==> src/rtl/fb_pkg.sv <==
// Shared framebuffer definitions: arbiter state encoding, default bus widths and frame geometry.
package fb_pkg;

  localparam int FB_ADDR_W   = 17;
  localparam int FB_DATA_W   = 8;
  localparam int FRAME_W     = 320;
  localparam int FRAME_H     = 240;
  localparam int FRAME_WORDS = FRAME_W * FRAME_H;

  typedef enum logic [1:0] {
    IDLE = 2'd0,
    OWN0 = 2'd1,
    OWN1 = 2'd2
  } arb_state_e;

  function automatic logic [15:0] sat_inc16(input logic [15:0] v);
    return (v == 16'hFFFF) ? v : v + 16'd1;
  endfunction

endpackage

==> src/rtl/rr_burst_ctr.sv <==
// Round-robin pointer and per-ownership beat counter for the framebuffer arbiter.
module rr_burst_ctr #(
  parameter int BURST_MAX = 16
) (
  input  logic clk_i,
  input  logic rst_i,
  input  logic beat_i,
  input  logic exit_i,
  input  logic owner_i,
  output logic ptr_o,
  output logic last_o
);

  localparam int CNT_W = $clog2(BURST_MAX + 1);

  logic [CNT_W-1:0] cnt_q, cnt_d;
  logic             ptr_q, ptr_d;

  // An exit always hands the pointer to the writer that did not just own the RAM.
  always_comb begin
    cnt_d = cnt_q;
    ptr_d = ptr_q;
    if (exit_i) begin
      cnt_d = '0;
      ptr_d = ~owner_i;
    end else if (beat_i) begin
      cnt_d = cnt_q + CNT_W'(1);
    end
  end

  always_ff @(posedge clk_i) begin
    if (rst_i) begin
      cnt_q <= '0;
      ptr_q <= 1'b0;
    end else begin
      cnt_q <= cnt_d;
      ptr_q <= ptr_d;
    end
  end

  assign ptr_o  = ptr_q;
  assign last_o = (cnt_q == CNT_W'(BURST_MAX - 1));

endmodule

==> src/rtl/fb_arbiter.sv <==
// Framebuffer RAM arbiter: scanout reads pre-empt two bursting game-logic writers.
// Statistics outputs are built only when FB_ARB_STATS_EN is defined.
module fb_arbiter
  import fb_pkg::*;
#(
  parameter int ADDR_W    = FB_ADDR_W,
  parameter int DATA_W    = FB_DATA_W,
  parameter int BURST_MAX = 16
) (
  input  logic              clk_pix,
  input  logic              sim_rst,
  input  logic              scan_req,
  input  logic [ADDR_W-1:0] scan_addr,
  output logic [DATA_W-1:0] scan_rdata,
  output logic              scan_valid,
  input  logic [1:0]        wr_req,
  input  logic [ADDR_W-1:0] wr_addr0,
  input  logic [ADDR_W-1:0] wr_addr1,
  input  logic [DATA_W-1:0] wr_data0,
  input  logic [DATA_W-1:0] wr_data1,
  output logic [1:0]        wr_gnt,
  output logic              mem_en,
  output logic              mem_we,
  output logic [ADDR_W-1:0] mem_addr,
  output logic [DATA_W-1:0] mem_wdata,
  input  logic [DATA_W-1:0] mem_rdata
`ifdef FB_ARB_STATS_EN
  ,
  output logic [31:0]       stat_wr_beats,
  output logic [15:0]       stat_preempts,
  output logic [15:0]       stat_maxwait
`endif
);

  arb_state_e state_q, state_d;
  logic       rr_ptr, burst_last;
  logic       scan_acc, beat, exit_own, owner;
  logic [1:0] gnt;
  logic       scan_valid_q;

  rr_burst_ctr #(.BURST_MAX(BURST_MAX)) u_ctr (
    .clk_i   (clk_pix),
    .rst_i   (sim_rst),
    .beat_i  (beat),
    .exit_i  (exit_own),
    .owner_i (owner),
    .ptr_o   (rr_ptr),
    .last_o  (burst_last)
  );

  // A scan cycle freezes the FSM and counter so the pre-empted writer resumes where it stopped.
  always_comb begin
    state_d  = state_q;
    gnt      = 2'b00;
    owner    = 1'b0;
    exit_own = 1'b0;
    scan_acc = scan_req & ~sim_rst;
    if (!sim_rst && !scan_req) begin
      unique case (state_q)
        IDLE: begin
          owner = (wr_req == 2'b11) ? rr_ptr : wr_req[1];
          gnt   = wr_req & (owner ? 2'b10 : 2'b01);
        end
        OWN0: gnt = {1'b0, wr_req[0]};
        OWN1: begin
          owner = 1'b1;
          gnt   = {wr_req[1], 1'b0};
        end
        default: ;
      endcase
      exit_own = (|gnt) ? burst_last : (state_q != IDLE);
      if (exit_own) begin
        state_d = IDLE;
      end else if (|gnt) begin
        state_d = owner ? OWN1 : OWN0;
      end
    end
  end

  assign beat = |gnt;

  always_comb begin
    mem_en    = scan_acc | beat;
    mem_we    = beat;
    mem_addr  = owner ? wr_addr1 : wr_addr0;
    mem_wdata = owner ? wr_data1 : wr_data0;
    if (scan_acc) begin
      mem_addr = scan_addr;
    end
  end

  always_ff @(posedge clk_pix) begin
    if (sim_rst) begin
      state_q      <= IDLE;
      scan_valid_q <= 1'b0;
    end else begin
      state_q      <= state_d;
      scan_valid_q <= scan_acc;
    end
  end

  assign wr_gnt     = gnt;
  assign scan_valid = scan_valid_q;
  assign scan_rdata = mem_rdata;

`ifdef FB_ARB_STATS_EN
  logic [31:0] beats_q;
  logic [15:0] preempts_q, maxwait_q, wait0_q, wait1_q, wait_hi;
  logic        blocked, blocked_q;

  // A pre-emption is one contiguous run of scan cycles that holds off a requesting writer.
  assign blocked = scan_acc & (|wr_req);
  assign wait_hi = (wait0_q > wait1_q) ? wait0_q : wait1_q;

  always_ff @(posedge clk_pix) begin
    if (sim_rst) begin
      beats_q    <= '0;
      preempts_q <= '0;
      maxwait_q  <= '0;
      wait0_q    <= '0;
      wait1_q    <= '0;
      blocked_q  <= 1'b0;
    end else begin
      if (beat && beats_q != 32'hFFFF_FFFF) begin
        beats_q <= beats_q + 32'd1;
      end
      if (blocked && !blocked_q) begin
        preempts_q <= sat_inc16(preempts_q);
      end
      blocked_q <= blocked;
      wait0_q   <= (wr_req[0] && !gnt[0]) ? sat_inc16(wait0_q) : 16'd0;
      wait1_q   <= (wr_req[1] && !gnt[1]) ? sat_inc16(wait1_q) : 16'd0;
      if (wait_hi > maxwait_q) begin
        maxwait_q <= wait_hi;
      end
    end
  end

  assign stat_wr_beats = beats_q;
  assign stat_preempts = preempts_q;
  assign stat_maxwait  = maxwait_q;
`endif

endmodule

==> config.mk <==
export PLATFORM = sky130hd
export DESIGN_NAME = fb_arbiter
export DESIGN_NICKNAME = d
export VERILOG_FILES = /design/src/rtl/fb_pkg.sv /design/src/rtl/rr_burst_ctr.sv /design/src/rtl/fb_arbiter.sv
export SDC_FILE = /design/constraint.sdc
export NUM_CORES = 1
export LEC_CHECK = 0
export BUFFER_PORTS_ARGS = -buffer_cell sky130_fd_sc_hd__buf_2
export CAP_MARGIN = 15
export CORE_MARGIN = 5
export CORE_UTILIZATION = 33
export CTS_CLUSTER_SIZE = 8
export DETAILED_ROUTE_END_ITERATION = 10
export MAX_ROUTING_LAYER = met4
export PLACE_DENSITY = 0.86
export SLEW_MARGIN = 20
export SYNTH_ARGS = -nofsm -noshare
export SYNTH_HDL_FRONTEND = slang
export SYNTH_SLANG_ARGS = --single-unit
export TNS_END_PERCENT = 50
==> constraint.sdc <==
create_clock -name clk_pix -period 3.6 [get_ports clk_pix]
set_clock_uncertainty 0.2 [all_clocks]
set_input_delay 0.72 -clock clk_pix [delete_from_list [all_inputs] [get_ports clk_pix]]
set_output_delay 0.72 -clock clk_pix [all_outputs]
set_load 0.02 [all_outputs]
==> reports/results.tsv <==
stage	metric	value	unit
floorplan	die_w	64.2	um
sta	max-slew-margin-rel	0.385	
clocking	clock_latency	0.26	ns
drt	ant_nets	0	
sta	fin_ws	0.408	ns
place	dp_slack	0.403	ns
pwr	cellPowerDensity	250	mW/mm^2
hold_path	min_to	u_ctr.ptr_o	
clocking	tritoncts	yes	
worst_setup_path	regToRegSetupSlack	1.66	ns
global_routing	overflow	0	
place	dp.cells	229	
drt	vias	1192	
cells_and_area	drive_gt1_frac	0.594	
drt	drt_iter0_drc	44	
clocking	path_clk_slew	0.07	ns
clocking	cts_made_buffers	3	
synth	ys_seq_area_frac	0.186	
global_routing	grt_pass1_wl	5460	um
sta	hold_violations	0	
clocking	htreeDepth	1	
worst_setup_path	ff2ff_path_depth	3	
worst_setup_path	cp_max_fo	25	
synth	ys_seq_elements	9	
cells_and_area	instances_no_fill	233	
sta	min_period	3.19	ns
floorplan	die_area	0.00412	mm^2
drt	drcViolationCount	0	
synth	ys_warn_count	0	
sta	drv_slew	0	
sta	tightest_slew	0.921	ns
global_routing	grt_use_total	0.166	
sta	setup_tns	0	ns
sta	fin_worst_hold_slack	0.325	ns
cells_and_area	diodes	0	
synth	synthCells	110	
cells_and_area	synthToLayoutAreaGrowth	49.3	%
worst_setup_path	r2r_start	state_q[1]	
worst_setup_path	criticalPathCategory	in -> out	
sta	max_freq	0.313	GHz
synth	ys_types	36	
cells_and_area	nNetsFinal	285	
worst_setup_path	r2r_end	u_ctr.cnt_q[4]	
floorplan	core_area	0.00278	mm^2
floorplan	start_util	0.349	
pwr	power.total	0.362	mW
place	hpwl	3030	um
flow_run	maxCapViolations	0	
worst_setup_path	worst-endpoint-arrival	2.27	ns
hold_path	min_path_cells	2	
clocking	cts_root_buffer	clkbuf_4	
global_routing	grt_pass1_vias	1190	
pwr	p_leak	0.752	nW
floorplan	ios	118	
clocking	cts-root-to-sink-buffers	2	
global_routing	grt_max_degree	26	
synth	avgSynthCellArea	8.82	um^2
clocking	ctsResizeCount	0	
status	status	completed	
worst_setup_path	crit_path_end_kind	output port	
hold_path	min_from	u_ctr.ptr_o	
sta	rsz0062_at_grt	no	
floorplan	die_height	64.2	um
cells_and_area	nFillCells	287	
place	place_congestion	0.806	
clocking	cts_sinks	9	
synth	syn-num-nets	192	
sta	setup_viol	0	
pwr	ir_drop	185	uV
drt	vias_per_cell	5.12	
drt	drt_wl_total	3580	um
floorplan	row_count	19	
clocking	post_cts_buffers	0	
hold_path	hp-class	reg -> reg	
clocking	hold_buffers	0	
drt	first_pass_iters	3	
synth	netlist_area	970	um^2
worst_setup_path	cp.required	2.68	ns
worst_setup_path	cp-start-kind	primary input	
sta	finalCritPeriodShare	0.887	
drt	wire_per_inst	15.3	um
place	port-buffer-count	101	
global_routing	antenna_found_initial	0	
==> stage by stage <==
step,utilization,cell area [um^2]
3_5_place_dp,0.511,1420
6_report,0.520,1450
5_1_grt,0.520,1450
3_3_place_gp,0.511,1420
2_1_floorplan,-,970
4_1_cts,0.520,1450
==> per-layer routing <==
metal	vias to the layer above	routed length (um)	track usage	part of all wire
li1	593	-	-	-
met1	542	1250	0.167	0.35
met2	55	1940	0.317	0.54
met3	2	378	0.0630	0.11
met4	0	8	0.0102	0.0022
met5	-	0	-	0
==> synth_stat cells, drive strengths merged <==
cell | number | area [um^2]
mux2i | 1 | 10.0
and2b | 1 | 7.51
inv | 1 | 3.75
nor3 | 2 | 10.0
a21oi | 3 | 18.8
ha | 2 | 25.0
xnor2 | 2 | 17.5
a221o | 17 | 170
and2 | 17 | 106
and3 | 1 | 6.26
nor2b | 2 | 12.5
a211oi | 3 | 27.5
nand3 | 1 | 5.00
nor2 | 9 | 50.1
nand2b | 2 | 12.5
buf | 12 | 88.8
o41ai | 2 | 17.5
or2 | 2 | 12.5
dfxtp | 9 | 180
or3 | 2 | 17.5
nand3b | 2 | 15.0
nand2 | 1 | 3.75
mux2 | 8 | 90.1
o211ai | 1 | 7.51
o21ai | 2 | 10.0
nor3b | 1 | 12.5
clkbuf | 1 | 3.75
o21bai | 2 | 18.8
xor2 | 1 | 8.76
==> placed cells by master (no fill, tap or decap), drive strengths merged, types with 3 or more instances in the layout <==
master / n
buf: 101
and2: 17
a221o: 17
dfxtp: 9
nor2: 9
mux2: 8
clkbuf: 4
a211oi: 3
a21oi: 3
==> cell families (layout without fill, tap and decap cells) <==
| family | Yosys count | in the layout | synth area share |
|---|---|---|---|
| AO/OA/AOI/OAI | 30 | 30 | 0.279 |
| XOR/XNOR | 3 | 3 | 0.0271 |
| adder cells (fa/ha/maj) | 2 | 2 | 0.0258 |
| buffers and inverters | 14 | 106 | 0.0993 |
| flip-flops | 9 | 9 | 0.186 |
| multiplexers | 9 | 9 | 0.103 |
| AND/OR/NAND/NOR | 43 | 43 | 0.280 |
==> worst max-delay path by stage <==
| stage | cells after the start | from | end |
|---|---|---|---|
| after global placement | 6 | wr_req[0] | mem_wdata[7] |
| after detailed placement | 6 | wr_req[0] | mem_wdata[5] |
| after CTS | 6 | wr_req[0] | mem_wdata[5] |
| after floorplan | 5 | wr_req[0] | mem_wdata[4] |
| final | 6 | wr_req[0] | mem_wdata[5] |
| after global routing | 6 | wr_req[0] | mem_wdata[1] |
==> flip-flops by register name (all words and copies together), names as in the netlist <==
signal       cells
state_q          2
scan_valid       1
u_ctr.ptr_o      1
u_ctr.cnt_q      5
==> power by group <==
group	internal, mW	leakage [nW]	switching, mW
combinational	0.0809	0.664	0.0941
clock	0.0427	0.0150	0.0364
sequential	0.104	0.0734	0.00411
total	0.227	0.752	0.135
==> critical path, stage by stage <==
cell     delay (ns)
buf_2          0.12
nor3b_2        0.17
or3_4          0.41
nor2_8         0.30
mux2_2         0.39
buf_2          0.16
==> cell type report <==
cell class	instances	area, um^2	share of cell area
multi-input cells	87	693	0.479
repair buffers	101	505	0.349
flip-flops and latches	9	180	0.124
well taps	31	38.8	0.0268
clock buffers	4	26.3	0.0182
inverters	1	3.75	0.00259
No activity file was read; power rests on OpenSTA's default activity.
